### src/rtl/seg_mux_scheduler.sv
// Seven-segment scan scheduler: emits {one-hot select, segments} words to the
// shift-register serializer, dwelling per digit; shadow applied per frame.
module seg_mux_scheduler #(
  parameter int NUM_DIGITS   = 3,
  parameter int SEL_WIDTH    = 8,
  parameter int DWELL_CYCLES = 2048,
  localparam int IW = (NUM_DIGITS > 1) ? $clog2(NUM_DIGITS) : 1,
  localparam int CW = (DWELL_CYCLES > 1) ? $clog2(DWELL_CYCLES) : 1
) (
  input  logic                      i_clk,
  input  logic                      i_reset_n,
  input  logic                      i_enable,
  input  logic                      i_wr_en,
  input  logic [4*NUM_DIGITS-1:0]   i_wr_digits,
  input  logic [NUM_DIGITS-1:0]     i_blank_mask,
  output logic [SEL_WIDTH+7:0]      o_word,
  output logic                      o_word_valid,
  input  logic                      i_word_ready,
  output logic [IW-1:0]             o_digit_idx,
  output logic                      o_frame_done,
  output logic                      o_busy
);

  typedef enum logic [1:0] {
    IDLE,
    SEND,
    DWELL,
    BLANK
  } state_t;

  localparam logic [IW-1:0] LAST = IW'(NUM_DIGITS - 1);
  localparam logic [CW-1:0] DMAX = CW'(DWELL_CYCLES - 1);

  state_t                  state_q;
  logic [4*NUM_DIGITS-1:0] shadow_q, shadow_d;
  logic [4*NUM_DIGITS-1:0] active_q;
  logic [IW-1:0]           idx_q;
  logic [CW-1:0]           cnt_q;
  logic [SEL_WIDTH+7:0]    word_q;
  logic                    valid_q;
  logic                    frame_q;
  logic                    busy_q;

  function automatic logic [7:0] hex7(input logic [3:0] h);
    logic [7:0] s;
    unique case (h)
      4'h0: s = 8'h3F;
      4'h1: s = 8'h06;
      4'h2: s = 8'h5B;
      4'h3: s = 8'h4F;
      4'h4: s = 8'h66;
      4'h5: s = 8'h6D;
      4'h6: s = 8'h7D;
      4'h7: s = 8'h07;
      4'h8: s = 8'h7F;
      4'h9: s = 8'h6F;
      4'hA: s = 8'h77;
      4'hB: s = 8'h7C;
      4'hC: s = 8'h39;
      4'hD: s = 8'h5E;
      4'hE: s = 8'h79;
      4'hF: s = 8'h71;
    endcase
    return s;
  endfunction

  function automatic logic [SEL_WIDTH+7:0] build(
    input logic [IW-1:0]           k,
    input logic [4*NUM_DIGITS-1:0] d,
    input logic [NUM_DIGITS-1:0]   m
  );
    logic [SEL_WIDTH-1:0]    sel;
    logic [4*NUM_DIGITS-1:0] ds;
    logic [NUM_DIGITS-1:0]   ms;
    sel = SEL_WIDTH'(1) << k;
    ds  = d >> {k, 2'b00};
    ms  = m >> k;
    return {sel, ms[0] ? 8'h00 : hex7(ds[3:0])};
  endfunction

  // A write on the copy edge must win, so copies take the next shadow value.
  assign shadow_d = i_wr_en ? i_wr_digits : shadow_q;

  always_ff @(posedge i_clk or negedge i_reset_n) begin
    if (!i_reset_n) begin
      state_q  <= IDLE;
      shadow_q <= '0;
      active_q <= '0;
      idx_q    <= '0;
      cnt_q    <= '0;
      word_q   <= '0;
      valid_q  <= 1'b0;
      frame_q  <= 1'b0;
      busy_q   <= 1'b0;
    end else begin
      shadow_q <= shadow_d;
      frame_q  <= 1'b0;
      unique case (state_q)
        IDLE: begin
          if (i_enable) begin
            state_q  <= SEND;
            active_q <= shadow_d;
            idx_q    <= '0;
            word_q   <= build('0, shadow_d, i_blank_mask);
            valid_q  <= 1'b1;
            busy_q   <= 1'b1;
          end
        end
        SEND: begin
          if (i_word_ready) begin
            valid_q <= 1'b0;
            cnt_q   <= '0;
            if (i_enable) begin
              state_q <= DWELL;
            end else begin
              state_q <= BLANK;
              word_q  <= '0;
            end
          end
        end
        DWELL: begin
          if (cnt_q == DMAX) begin
            valid_q <= 1'b1;
            if (!i_enable) begin
              state_q <= BLANK;
              word_q  <= '0;
            end else begin
              state_q <= SEND;
              if (idx_q == LAST) begin
                idx_q    <= '0;
                active_q <= shadow_d;
                frame_q  <= 1'b1;
                word_q   <= build('0, shadow_d, i_blank_mask);
              end else begin
                idx_q  <= idx_q + 1'b1;
                word_q <= build(idx_q + 1'b1, active_q, i_blank_mask);
              end
            end
          end else begin
            cnt_q <= cnt_q + 1'b1;
          end
        end
        BLANK: begin
          if (!valid_q) begin
            valid_q <= 1'b1;
          end else if (i_word_ready) begin
            valid_q <= 1'b0;
            state_q <= IDLE;
            busy_q  <= 1'b0;
          end
        end
        default: state_q <= IDLE;
      endcase
    end
  end

  assign o_word       = word_q;
  assign o_word_valid = valid_q;
  assign o_digit_idx  = idx_q;
  assign o_frame_done = frame_q;
  assign o_busy       = busy_q;

endmodule

### config.mk
export PLATFORM = sky130hd
export DESIGN_NAME = seg_mux_scheduler
export DESIGN_NICKNAME = d
export VERILOG_FILES = /design/src/rtl/seg_mux_scheduler.sv
export SDC_FILE = /design/constraint.sdc
export NUM_CORES = 1
export LEC_CHECK = 0
export ABC_CLOCK_PERIOD_IN_PS = 7000
export CORE_ASPECT_RATIO = 0.5
export CORE_MARGIN = 4
export CORE_UTILIZATION = 60
export CTS_CLUSTER_DIAMETER = 200
export DETAILED_ROUTE_END_ITERATION = 8
export PLACE_DENSITY = 0.95
export SLEW_MARGIN = 20
export SYNTH_ARGS = -nofsm -noshare
export SYNTH_HDL_FRONTEND = slang
export SYNTH_SLANG_ARGS = --single-unit
### constraint.sdc
create_clock -name i_clk -period 7 [get_ports i_clk]
set_clock_uncertainty 0.15 [all_clocks]
set_input_delay 1.05 -clock i_clk [delete_from_list [all_inputs] [get_ports i_clk]]
set_output_delay 1.05 -clock i_clk [all_outputs]
set_load 0.05 [all_outputs]
==> results.json, run 1 <==
{
  "p_total_mw": 1.42,
  "synth_cell_types": 53,
  "slew_headroom": 0.268,
  "gp_congestion": 0.936,
  "multi_input_area_um2": 1750,
  "fin_crit_sh": 0.522,
  "initial_core_util": 0.636,
  "final_antenna_net_count": 0,
  "critical_path.max_fanout": 12,
  "fin_util": 0.732,
  "crit_path_start_kind": "primary input",
  "max-vdd-ir-drop_v": 0.000220,
  "outcome": "complete, no violations",
  "p_clk_frac": 0.156,
  "grt_pass1_wl_mm": 12.0,
  "rows": 18,
  "worstMarginPinSlew_ns": 1.09,
  "internal-power_uw": 800,
  "p_switching_uw": 618,
  "cts_made_buffers": 5,
  "io_pins": 41,
  "dr.pass1.iters": 5,
  "areaGrowthSynthToFinish_pct": 15.0,
  "antenna_found_initial": 0,
  "netlist_area_um2": 3220,
  "yosys.area.top_type_share": 0.411,
  "vias_per_cell": 6.20,
  "p_per_area_nw_per_um2": 383,
  "cts_sinks": 53,
  "hold_buffers": 0,
  "cts_tree": "yes",
  "seqCellArea_um2": 1330,
  "crit_chain": "clkdlybuf4s50_1 > mux2i_1 > clkinv_1 > mux2i_1 > o211ai_1 > a41oi_2",
  "crit_arrival_ns": 3.65,
  "grt_pass1_vias": 2511,
  "hold_viol_final": 0,
  "switching_share": 0.436,
  "die_w_um": 112,
  "clk_path_buf_depth": 2,
  "grt_start_max_net_pins": 54,
  "wire_per_inst_um": 17.5,
  "synth_flop_cell": "dfrtp_1",
  "ys_ff_latch": 53,
  "drv_slew": 0,
  "dp_hpwl_mm": 5.12,
  "core_area_um2": 5070,
  "setup_tns_ns": 0,
  "cp.required_ns": 7.00,
  "holdWs_ns": 0.352,
  "ctsResizeCount": 0,
  "die_y_um": 59.8,
  "cts-root-buf": "clkbuf_8",
  "maxCapViolCount": 0,
  "endpoint_kind": "flop",
  "max_freq_ghz": 0.274,
  "grt-ovfl-total": 0,
  "vias": 2567,
  "diodes": 0,
  "synthArstFlopShare": 1.00,
  "drive_above_1_share": 0.137,
  "min_period_ns": 3.65,
  "slowest_stage": "clkdlybuf4s50_1",
  "synth-warning-count": 0,
  "dp_cells": 406,
  "hp-class": "flop to flop",
  "fillers": 322,
  "yosysTopAreaCell": "dfrtp_1",
  "die_area_um2": 6680,
  "htree_levels": 2,
  "clkLatencyLatePin_ns": 0.32,
  "post-route-drc-count": 0,
  "clk_pin_slew_ns": 0.09,
  "stdcell_count": 414,
  "rsz0062_at_grt": "false",
  "syn_area_per_cell_um2": 10.3,
  "grt_usage": 0.223,
  "crit_type": "primary input to flop",
  "portBuffers": 35,
  "crit_top_cell": "mux2i_1",
  "nets": 385,
  "power_frac_comb": 0.517,
  "slowest_delay_ns": 0.84,
  "p_seq_frac": 0.327,
  "yosysSeqAreaShare": 0.411,
  "cts_setup_buffers": 0,
  "leakage_nw": 1.61,
  "syn-instance-count": 312,
  "netlist_top_cells_area": "dfrtp_1 (41%), ha_1 (8.5%), mux2_2 (5.9%), mux2_4 (4.7%), mux2i_1 (3.4%)",
  "synth_edf_count": 0,
  "initialDrtViolationCount": 204,
  "setup_viol": 0,
  "drt_wl_total_mm": 7.25
}
-- area by class of cell --
| cell class | count | share of cell area |
|---|---|---|
| Multi-Input combinational cell | 229 | 0.473 |
| Tap cell | 70 | 0.0236 |
| Clock buffer | 6 | 0.0223 |
| Inverter | 18 | 0.0182 |
| Timing Repair Buffer | 36 | 0.0952 |
| Clock inverter | 2 | 0.0101 |
| Sequential cell | 53 | 0.358 |
-- cell usage in the layout (no fill, tap or decap), drive strengths merged, types with 2 or more instances in the layout --
cell           instances
nand3                 11
xnor2                  3
and3                   2
conb                   5
nor2                  27
clkinv                 2
a31oi                 13
mux2                  27
clkdlybuf4s50         34
nand2                 21
a21oi                 14
inv                   16
a211oi                 3
a22o                   4
a21boi                 2
or4                    2
nor2b                  2
o211ai                 7
mux2i                 11
ha                    22
nand4                  2
a221o                  3
o221ai                 3
xor2                   2
a22oi                  5
buf                    2
clkbuf                 6
o21ai                 19
dfrtp                 53
nand4b                 2
nor4                   3
or3                    2
-- critical path: cells and delay by family --
family / cells / cell delay (ns)
buffers and inverters: 2 / 1.29
AOI/OAI and AO/OA: 2 / 0.38
muxes: 2 / 0.94
-- synth_stat cells, types with 3 or more instances --
master,number
nor4_1,3
o211ai_1,7
a31oi_1,13
mux2_4,10
o21ai_0,19
a22o_1,4
xnor2_1,3
dfrtp_1,53
ha_1,22
nor2_1,26
o221ai_1,3
a221o_1,3
nand2_1,21
a22oi_1,4
mux2_2,17
buf_4,6
inv_1,16
clkbuf_1,5
mux2i_1,11
a21oi_1,14
nand3_1,11
-- cells by family after synthesis --
group	synth area share
adders and majority gates	0.0854
other	0.00116
AOI/OAI and AO/OA	0.175
muxes	0.140
buffers and inverters	0.0516
DFF	0.411
and+or+nand+nor	0.121
xor gates and xnor gates	0.0136
-- power groups by stage --
| stage | clock network [mW] | logic (mW) | registers [mW] |
|---|---|---|---|
| after floorplan | 0 | 0.458 | 0.555 |
| after global placement | 0 | 0.682 | 0.460 |
| after detailed placement | 0 | 0.713 | 0.467 |
| after CTS | 0.224 | 0.724 | 0.462 |
| after global routing | 0.235 | 0.790 | 0.474 |
| final | 0.221 | 0.734 | 0.464 |
-- routing by layer --
layer / track usage / routed length (um) / vias up
met5: 0 / 0 / -
met3: 0.0576 / 523 / 25
met4: 0.0919 / 177 / 0
met2: 0.384 / 3440 / 118
met1: 0.274 / 3110 / 1242
li1: - / - / 1182
-- stage by stage --
stage / area (um^2) / worst slack, ns
after global placement: 3590 / 3.30
after CTS: 3710 / 3.39
after detailed placement: 3590 / 3.08
after floorplan: 3240 / 3.68
final: 3710 / 3.35
after global routing: 3710 / 3.19
-- final timing paths --
path | cells after the start | from | slack [ns] | end
worst max-delay path | 6 | i_wr_en | 3.35 | o_word[3]$_DFFE_PN0P_
worst min-delay path | 1 | shadow_q[8]$_DFF_PN0_ | 0.35 | shadow_q[8]$_DFF_PN0_
worst max register to register | 9 | o_digit_idx[0]$_DFFE_PN0P_ | 3.42 | o_word[0]$_DFFE_PN0P_
worst min register to register | 1 | shadow_q[8]$_DFF_PN0_ | 0.35 | shadow_q[8]$_DFF_PN0_
max in group asynchronous | 2 | i_reset_n | 5.57 | o_word[3]$_DFFE_PN0P_
min in group asynchronous | 2 | i_reset_n | 0.69 | shadow_q[11]$_DFF_PN0_
-- state kept, by name, summed over array words and instances (netlist names) --
name / cells
active_q: 12
shadow_q: 12
cnt_q: 11
o_word: 11
o_digit_idx: 2
state_q: 2
o_busy: 1
o_frame_done: 1
o_word_valid: 1
Power figures use the tool's default switching activity.
==> inputs of run 2 (changes only) <==
ABC_CLOCK_PERIOD_IN_PS = 3400   (was 7000)
CORE_UTILIZATION = 56   (was 60)
PLACE_DENSITY = 0.92   (was 0.95)
clock period = 3.4 ns   (was 7 ns; I/O delays follow)
==> results.json, run 2 (synthesized netlist as in run 1, its figures left out) <==
{
  "clk_path_buf_depth": 2,
  "grt_usage": 0.229,
  "final_antenna_net_count": 0,
  "hp-class": "primary input to asynchronous set/reset pin",
  "grt_start_max_net_pins": 46,
  "cp.required_ns": 3.45,
  "fin_util": 0.690,
  "rows": 19,
  "mostFrequentLayoutCell": "dfrtp_1",
  "areaGrowthSynthToFinish_pct": 18.0,
  "initialDrtViolationCount": 192,
  "worstMarginPinSlew_ns": 0.991,
  "crit_path_start_kind": "flop",
  "antenna_found_initial": 0,
  "hold_buffers": 0,
  "post-route-drc-count": 0,
  "dr.pass1.iters": 5,
  "wire_per_inst_um": 18.3,
  "endpoint_kind": "flop",
  "worst_slack_ns": 0.176,
  "grt_pass1_vias": 2629,
  "clkLatencyLatePin_ns": 0.30,
  "maxCapViolCount": 0,
  "final_cell_mix": "dfrtp_1 (53), clkdlybuf4s50_1 (34), nor2_1 (26)",
  "top_regs": "active_q x12, shadow_q x12",
  "p_per_area_nw_per_um2": 817,
  "cts_made_buffers": 5,
  "max-vdd-ir-drop_v": 0.000454,
  "cts_sinks": 53,
  "cts_tree": "yes",
  "holdWs_ns": 0.0445,
  "fillers": 353,
  "vias_per_cell": 6.25,
  "die_area_um2": 7110,
  "cts_setup_buffers": 0,
  "die_w_um": 115,
  "gp_congestion": 0.930,
  "fin_crit_sh": 0.948,
  "grt-ovfl-total": 0,
  "postLayoutCellArea_um2": 3800,
  "drive_above_1_share": 0.146,
  "leakage_nw": 1.66,
  "pre_cts_ws_ns": 0.398,
  "core_area_um2": 5520,
  "io_pins": 41,
  "max_freq_ghz": 0.310,
  "htree_levels": 2,
  "min_period_ns": 3.22,
  "setup_tns_ns": 0,
  "rsz0062_at_grt": "false",
  "die_y_um": 61.7,
  "crit_arrival_ns": 3.27,
  "clk_pin_slew_ns": 0.07,
  "grt_pass1_wl_mm": 12.7,
  "initial_core_util": 0.585,
  "nets": 390,
  "cts-root-buf": "clkbuf_16",
  "setup_viol": 0,
  "outcome": "complete, no violations",
  "slew_headroom": 0.333,
  "drt_wl_total_mm": 7.74,
  "ctsResizeCount": 0,
  "crit_type": "flop to flop",
  "portBuffers": 35,
  "vias": 2636,
  "dp_hpwl_mm": 5.30,
  "drv_slew": 0,
  "dpl-instance-area_um2": 3630,
  "hold_viol_final": 0,
  "critical_path.max_fanout": 7,
  "diodes": 0
}
## run 2: cell count changes in the layout (fill, tap and decap cells not counted), sizes merged
| cell | previous run | this run |
|---|---|---|
| buf | 2 | 7 |
| clkbuf | 6 | 7 |
| clkinvlp | 1 | 0 |
## run 2: where the power goes
part / switching, mW / leakage [nW] / total (mW) / internal [mW]
Sequential: 0.142 / 0.655 / 0.960 / 0.818
Combinational: 0.943 / 0.920 / 1.55 / 0.606
Clock: 0.230 / 0.0841 / 0.598 / 0.368
Total: 1.31 / 1.66 / 3.11 / 1.79
## run 2: final timing paths
kind                                                 start                endpoint  slack (ns)  depth (start not counted)
worst min register to register       shadow_q[5]$_DFF_PN0_   shadow_q[5]$_DFF_PN0_        0.35                          1
min in group i_clk                   shadow_q[5]$_DFF_PN0_   shadow_q[5]$_DFF_PN0_        0.35                          1
worst max-delay path            o_digit_idx[1]$_DFFE_PN0P_   o_word[6]$_DFFE_PN0P_        0.18                          9
max in group asynchronous                        i_reset_n    cnt_q[0]$_DFFE_PN0P_        2.50                          2
worst min-delay path                             i_reset_n  state_q[0]$_DFFE_PN0P_        0.04                          1
worst max register to register  o_digit_idx[1]$_DFFE_PN0P_   o_word[6]$_DFFE_PN0P_        0.18                          9
## run 2: per-layer routing
| metal | part of all wire | up-vias | track usage |
|---|---|---|---|
| met1 | 0.41 | 1283 | 0.274 |
| met5 | 0 | - | 0 |
| met3 | 0.066 | 19 | 0.0540 |
| met4 | 0.016 | 0 | 0.0736 |
| li1 | - | 1199 | - |
| met2 | 0.50 | 135 | 0.421 |
## run 2: final cells by class
class / count / area, um^2 / share of cell area
tap: 73 / 91.3 / 0.0240
sequential: 53 / 1330 / 0.349
clock buffer: 7 / 143 / 0.0375
inverter: 18 / 67.6 / 0.0178
clock inverter: 1 / 30.0 / 0.00789
timing repair buffer: 41 / 393 / 0.103
multi-input combinational: 229 / 1750 / 0.461
## run 2: worst max-delay path, stage by stage, from the launching register on
cell	delay, ns
dfrtp_1	0.43
inv_1	0.11
ha_1	0.46
mux2_2	0.37
a22oi_1	0.57
inv_1	0.18
ha_1	0.30
mux2i_1	0.15
o21ai_0	0.13
a31oi_1	0.26
## run 2: stage by stage
step	instances	power (mW)
final	422	3.11
after global routing	422	3.28
after CTS	422	3.08
after detailed placement	414	2.45
after global placement	414	2.37
after floorplan	316	2.09
==> inputs of run 3 (changes only) <==
==> constraint.sdc (replaced) <==
create_clock -name i_clk -period 3.4 [get_ports i_clk]
set_clock_uncertainty 0.15 [all_clocks]
set_input_delay 0.34 -clock i_clk [delete_from_list [all_inputs] [get_ports i_clk]]
set_output_delay 0.34 -clock i_clk [all_outputs]
set_load 0.05 [all_outputs]
==> results.json, run 3 (synthesized netlist as in run 1, its figures left out) <==
{
  "initialDrtViolationCount": 255,
  "cts_sinks": 53,
  "crit_start": "o_digit_idx[1]$_DFFE_PN0P_",
  "endpoint_kind": "flop",
  "grt.busiest_layer": "met2",
  "grt_util_met2": 0.409,
  "post-route-drc-count": 0,
  "p_per_area_nw_per_um2": 798,
  "core_area_um2": 5520,
  "die_y_um": 61.7,
  "crit_arrival_ns": 3.16,
  "grtUsageMet3": 0.0373,
  "dp_cells": 414,
  "cp_num_buf_inv": 2,
  "io_pins": 41,
  "cts_setup_buffers": 0,
  "antenna_found_initial": 0,
  "clk_path_buf_depth": 2,
  "max-vdd-ir-drop_v": 0.000381,
  "crit_type": "flop to flop",
  "crit_path_start_kind": "flop",
  "clkLatencyLatePin_ns": 0.29,
  "die_area_um2": 7110,
  "cts_tree": "yes",
  "mostFrequentLayoutCell": "dfrtp_1",
  "outcome": "complete, no violations",
  "dr.pass1.iters": 5,
  "hp-class": "flop to flop",
  "vias_per_cell": 6.22,
  "slowest_delay_ns": 0.53,
  "grt_util_met1": 0.290,
  "grt_start_max_net_pins": 54,
  "slew_headroom": 0.295,
  "rows": 19,
  "crit_chain": "inv_1 > ha_1 > mux2_2 > a22oi_1 > inv_1 > ha_1 > a31oi_1 > o311ai_0 > a31oi_1",
  "wire_per_inst_um": 18.1,
  "clk_pin_slew_ns": 0.07,
  "nets": 391,
  "max_freq_ghz": 0.324,
  "top_regs": "active_q x12, shadow_q x12",
  "maxCapViolCount": 0,
  "drv_slew": 0,
  "slowest_stage": "a22oi_1",
  "drive_above_1_share": 0.146,
  "grt_pass1_vias": 2614,
  "hold_viol_final": 0,
  "cts_made_buffers": 5,
  "cp.required_ns": 3.46,
  "r2r-start": "o_digit_idx[1]$_DFFE_PN0P_",
  "setup_tns_ns": 0,
  "rsz0062_at_grt": "false",
  "fillers": 385,
  "critical_path.max_fanout": 7,
  "min_from": "shadow_q[11]$_DFF_PN0_",
  "min_period_ns": 3.09,
  "htree_levels": 2,
  "die_w_um": 115,
  "portBuffers": 35,
  "grt_usage": 0.230,
  "cp_top_family": "compound AO/OA/AOI/OAI gates",
  "worstMarginPinSlew_ns": 1.05,
  "drt_wl_total_mm": 7.67,
  "dp_hpwl_mm": 5.44,
  "diodes": 0,
  "leakage_nw": 1.64,
  "final_antenna_net_count": 0,
  "pre_cts_ws_ns": 0.440,
  "worst_slack_ns": 0.309,
  "initial_core_util": 0.585,
  "grt_pass1_wl_mm": 12.8,
  "cts-root-buf": "clkbuf_16",
  "gp_congestion": 0.903,
  "grt-ovfl-total": 0,
  "stdcell_count": 423,
  "final_cell_mix": "dfrtp_1 (53), clkdlybuf4s50_1 (34), nor2_1 (26)",
  "fin_crit_sh": 0.909,
  "setup_viol": 0,
  "vias": 2631,
  "areaGrowthSynthToFinish_pct": 17.4
}
## run 3: timing repair
item,4_1_cts,5_1_grt
gates resized for setup,0,0
endpoints found under the hold margin,0,21
hold buffers,0,1
## run 3: report_power, final
group	leakage (nW)	total (mW)	switching, mW	internal [mW]
sequential	0.655	0.957	0.139	0.817
combinational	0.924	1.56	0.944	0.615
clock	0.0631	0.504	0.231	0.274
## run 3: layout make-up
class / count / area (um^2) / area share
Tap cell: 73 / 91.3 / 0.0241
Timing Repair Buffer: 42 / 403 / 0.106
Clock buffer: 6 / 129 / 0.0340
Multi-Input combinational cell: 229 / 1750 / 0.463
Sequential cell: 53 / 1330 / 0.350
Clock inverter: 2 / 15.0 / 0.00397
Inverter: 18 / 67.6 / 0.0179
## run 3: through the flow
stage	power, mW	instance area, um^2	hold slack [ns]	utilization
final	3.02	3780	0.350	0.686
after global routing	3.19	3780	0.371	0.686
after CTS	2.99	3770	0.174	0.684
after detailed placement	2.48	3630	0.336	0.658
after global placement	2.37	3630	0.330	0.658
after floorplan	2.09	3240	-0.106	-
## run 3: metal layers
layer,wire (um),vias to the layer above
li1,-,1198
met1,3290,1303
met2,3780,108
met3,417,22
met4,182,0
met5,0,-
## run 3: worst paths after layout
kind                                      endpoint  slack, ns  cells past startpoint
max                          o_word[0]$_DFFE_PN0P_       0.31                      9
min                         shadow_q[11]$_DFF_PN0_       0.35                      1
max reg2reg                  o_word[0]$_DFFE_PN0P_       0.31                      9
min reg2reg                 shadow_q[11]$_DFF_PN0_       0.35                      1
max in group asynchronous  active_q[9]$_DFFE_PN0P_       2.19                      2
min in group asynchronous   state_q[1]$_DFFE_PN0P_       0.46                      2
